## config.mk

```make
export PLATFORM = sky130hd
export DESIGN_NAME = adder
export DESIGN_NICKNAME = d
export VERILOG_FILES = /design/src/rtl/adder.sv
export SDC_FILE = /design/constraint.sdc
export NUM_CORES = 1
export LEC_CHECK = 0
export ABC_AREA = 1
export CORE_UTILIZATION = 54
export DETAILED_ROUTE_END_ITERATION = 10
export PLACE_DENSITY = 0.91
export SETUP_SLACK_MARGIN = 0.3
export SLEW_MARGIN = 20
export SYNTH_ARGS = -nofsm -noshare
export SYNTH_HDL_FRONTEND = slang
export SYNTH_SLANG_ARGS = --single-unit
```

## constraint.sdc

```tcl
create_clock -name clk -period 1.8 [get_ports clk]
set_input_delay 0.54 -clock clk [delete_from_list [all_inputs] [get_ports clk]]
set_output_delay 0.54 -clock clk [all_outputs]
set_load 0.005 [all_outputs]
```

## src/rtl/adder.sv

```systemverilog
// Pipelined four-operand unsigned adder with a saturated, registered result.
// Stages: operand capture, pairwise sums, full sum with saturation into out.

module adder_pair #(
   parameter int DATA_W = 14
) (
   input  logic              clk,
   input  logic              rst_n,
   input  logic [DATA_W-1:0] a,
   input  logic [DATA_W-1:0] b,
   output logic [DATA_W:0]   sum
);
   always_ff @(posedge clk or negedge rst_n) begin
      if (!rst_n) sum <= '0;
      else        sum <= {1'b0, a} + {1'b0, b};
   end
endmodule

module adder #(
   parameter  int DATA_W = 14,
   localparam int OUT_W  = DATA_W + 1
) (
   input  logic              clk,
   input  logic              rst_n,
   input  logic [DATA_W-1:0] in1,
   input  logic [DATA_W-1:0] in2,
   input  logic [DATA_W-1:0] in3,
   input  logic [DATA_W-1:0] in4,
   output logic [OUT_W-1:0]  out
);
   localparam int NUM_OPS = 4;
   localparam int NUM_PAIRS = NUM_OPS / 2;

   logic [NUM_OPS-1:0][DATA_W-1:0] s1_op;
   logic [NUM_PAIRS-1:0][DATA_W:0] s2_sum;
   logic [DATA_W+1:0]              full_sum;
   logic [OUT_W-1:0]               sat_sum;

   always_ff @(posedge clk or negedge rst_n) begin
      if (!rst_n) s1_op <= '0;
      else        s1_op <= {in4, in3, in2, in1};
   end

   // Pair g adds operands 2g and 2g+1: (in1+in2) and (in3+in4).
   for (genvar g = 0; g < NUM_PAIRS; g++) begin : g_pair
      adder_pair #(.DATA_W(DATA_W)) u_pair (
         .clk   (clk),
         .rst_n (rst_n),
         .a     (s1_op[2*g]),
         .b     (s1_op[2*g+1]),
         .sum   (s2_sum[g])
      );
   end

   always_comb begin
      full_sum = {1'b0, s2_sum[0]} + {1'b0, s2_sum[1]};
      sat_sum  = full_sum[DATA_W+1] ? {OUT_W{1'b1}} : full_sum[OUT_W-1:0];
   end

   always_ff @(posedge clk or negedge rst_n) begin
      if (!rst_n) out <= '0;
      else        out <= sat_sum;
   end
endmodule

```

==> results.json <==
{
  "cts-root-buf": "clkbuf_8",
  "end_kind": "flip-flop",
  "fmax_mhz": 572.6,
  "violations": "DRC",
  "rsz0062_at_grt": "yes",
  "max_slew_margin_pct": 73.99,
  "cts_sinks": 101,
  "routed-via-count": 4356,
  "final-setup-viol-count": 0,
  "globalplace.congestion": 0.8426,
  "crit_path_max_incr_delay_ns": 0.42,
  "port-buffer-count": 72,
  "netlist_area_um2": 4943,
  "netlist_instances": 550,
  "cts_made_buffers": 9,
  "finalHoldViolCount": 0,
  "initial_core_util_pct": 56.14,
  "grt_max_degree": 39,
  "drive_gt1_share_pct": 33.04,
  "syn2layout_area_growth_pct": 45.38,
  "drc_errors": 6,
  "syn_avg_cell_area_um2": 8.988,
  "die_w_um": 97.68,
  "cap_violations": 0,
  "clk_pin_slew_ns": 0.10,
  "ys_warn_count": 0,
  "grt_usage_pct": 26.36,
  "drt-initial-drc-count": 243,
  "cp_max_fo": 3,
  "antenna_found_initial": 0,
  "first_global_vias": 4240,
  "finish.utilization_pct": 81.61,
  "ys_ff_latch": 101,
  "required_ns": 2.06,
  "status": "finished with violations",
  "crit_slowest_cell": "dfrtp_1",
  "clkLatencyLatePin_ns": 0.38,
  "path_class": "flip-flop to flip-flop",
  "dpl.hpwl_um": 7760,
  "cts_hold_buf": 0,
  "htreeDepth": 3,
  "critPathLaunchType": "flip-flop",
  "min_period_over_period_pct": 97.03,
  "synth_cell_types": 24,
  "hp-class": "input pin to async pin",
  "drtAntennaViolNets": 0,
  "viasPerCell": 5.585,
  "postSynthNetCount": 654,
  "ioPinCount": 73,
  "core.rowCount": 34,
  "wl_um": 14070,
  "cts_tree": "done",
  "fin_crit_ns": 1.747,
  "overflow": 0,
  "drv_slew": 0,
  "antenna_cells": 0,
  "nNetsFinal": 772,
  "fillCellCount": 447,
  "leakagePower_nw": 3.501,
  "routedWlPerCell_um": 18.04,
  "ys_seq_area_share_pct": 51.13,
  "cts_max_path_buffers": 2,
  "grt_pass1_wl_um": 19630,
  "crit_path_cell_trace": "ha_4 > fa_2 > nand3_2 > nand2_4 > nand2_2 > nand2_2 > nand2_2 > nand2_2 > nand2_1 > nand2_1",
  "fin_skew_ns": 0.01277,
  "tns_ns": 0,
  "drt_first_pass_iters": 8,
  "cp_common_cell": "nand2_2",
  "worst_pin_slew_ns": 0.3887,
  "die-area_um2": 9541,
  "irDropWorstVdd_mv": 0.6251,
  "cp.arrival_ns": 2.01,
  "core_area_um2": 8806,
  "die_h_um": 97.68,
  "p_per_area_nw_per_um2": 1063
}
## power by group
group          total [W]  internal, W  switching (W)
sequential       0.00282      0.00261       0.000206
combinational    0.00309      0.00141        0.00168
clock            0.00174     0.000924       0.000811
## layer usage
layer	GRT usage (%)	up-vias	wire, µm
li1	-	1946	-
met1	30.46	2113	5095
met2	48.12	239	7609
met3	4.892	58	884
met4	10.26	0	486
met5	0	-	0
## registers in the layout (all words and copies together), names as in the netlist
signal / cells
g_pair.u_pair.sum: 30
s1_op: 56
out: 15
## cells in the mapped netlist, drive strengths merged
master  count  area (µm²)
nand3      40       220.2
ha         43       538.0
buf         1       11.26
a21oi      30       165.2
nand2     174       680.7
and3        1       6.260
or2         1       6.260
o21bai      5       37.54
o21ai       3       15.01
dfrtp     101        2527
nor2       34       130.1
a21o        1       7.510
fa          3       60.06
nand4       4       25.02
and2        4       25.02
xor2       18       157.7
nor3        3       15.01
inv        84       315.3
## kinds of logic after synthesis
group / synth area share, %
flip-flops: 51.13
AND/OR/NAND/NOR: 22.42
AO/OA/AOI/OAI: 4.556
adder cells (fa/ha/maj): 12.10
buffers and inverters: 6.606
XOR/XNOR: 3.189
## layout by cell type, fill, tap and decap left out, types with 2 or more instances in the layout
master,count
a21oi_1,12
a21oi_2,14
a21oi_4,4
and2_1,3
buf_12,3
buf_4,25
buf_6,9
bufinv_16,3
clkbuf_2,8
clkbuf_8,9
clkdlybuf4s15_1,6
clkdlybuf4s50_1,56
dfrtp_1,101
fa_2,3
ha_1,8
ha_2,3
ha_4,32
inv_1,78
inv_2,6
nand2_1,111
nand2_2,47
nand2_4,16
nand3_1,19
nand3_2,18
nand3_4,3
nand4_1,4
nor2_1,25
nor2_2,9
nor3_1,2
o21ai_1,2
o21bai_1,4
xor2_1,17
## worst max-delay path: cells and delay by family (launching register included)
kind | cells | cell delay, ns
fa+ha+maj | 2 | 0.55
flops | 1 | 0.42
simple gates | 8 | 0.66
## path summary, 6_finish.rpt
kind	from	end	slack [ns]	cells past startpoint
max in group asynchronous	rst_n	s1_op[44]	1.22	2
worst min-delay path	rst_n	out[14]	0.07	1
worst min register to register	s1_op[0]	g_pair[0].u_pair.sum[0]	0.51	1
worst max-delay path	s1_op[28]	g_pair[1].u_pair.sum[10]	0.05	10
worst max register to register	s1_op[28]	g_pair[1].u_pair.sum[10]	0.05	10
min in group clk	s1_op[0]	g_pair[0].u_pair.sum[0]	0.51	1
## cell type report
cell class / instances / area (µm²) / share of cell area (%)
repair buffers: 108 / 1015 / 14.12
clock buffers: 10 / 127.6 / 1.776
multi-input cells: 364 / 2959 / 41.17
flip-flops and latches: 101 / 2527 / 35.17
well taps: 108 / 135.1 / 1.880
clock inverters: 5 / 107.6 / 1.497
inverters: 84 / 315.3 / 4.387
## metrics by stage
step | power (W) | cell area, µm² | instances | setup slack, ns | hold WS [ns]
after floorplan | 0.004348 | 5091 | 550 | 0.2799 | 0.2444
after global placement | 0.005193 | 6003 | 735 | 0.09349 | 0.4747
after detailed placement | 0.005278 | 6003 | 735 | 0.03489 | 0.4821
after CTS | 0.007195 | 6694 | 764 | 0.1182 | 0.08426
after global routing | 0.008048 | 7187 | 780 | 0.002893 | 0.07538
final | 0.007640 | 7187 | 780 | 0.05347 | 0.06587
## repair_timing
action,4_1_cts,5_1_grt
setup buffers,14,16
pin swaps,29,60
resized for setup,92,109
endpoints found under the setup margin,48,43
(Power assumes the default switching activity.)
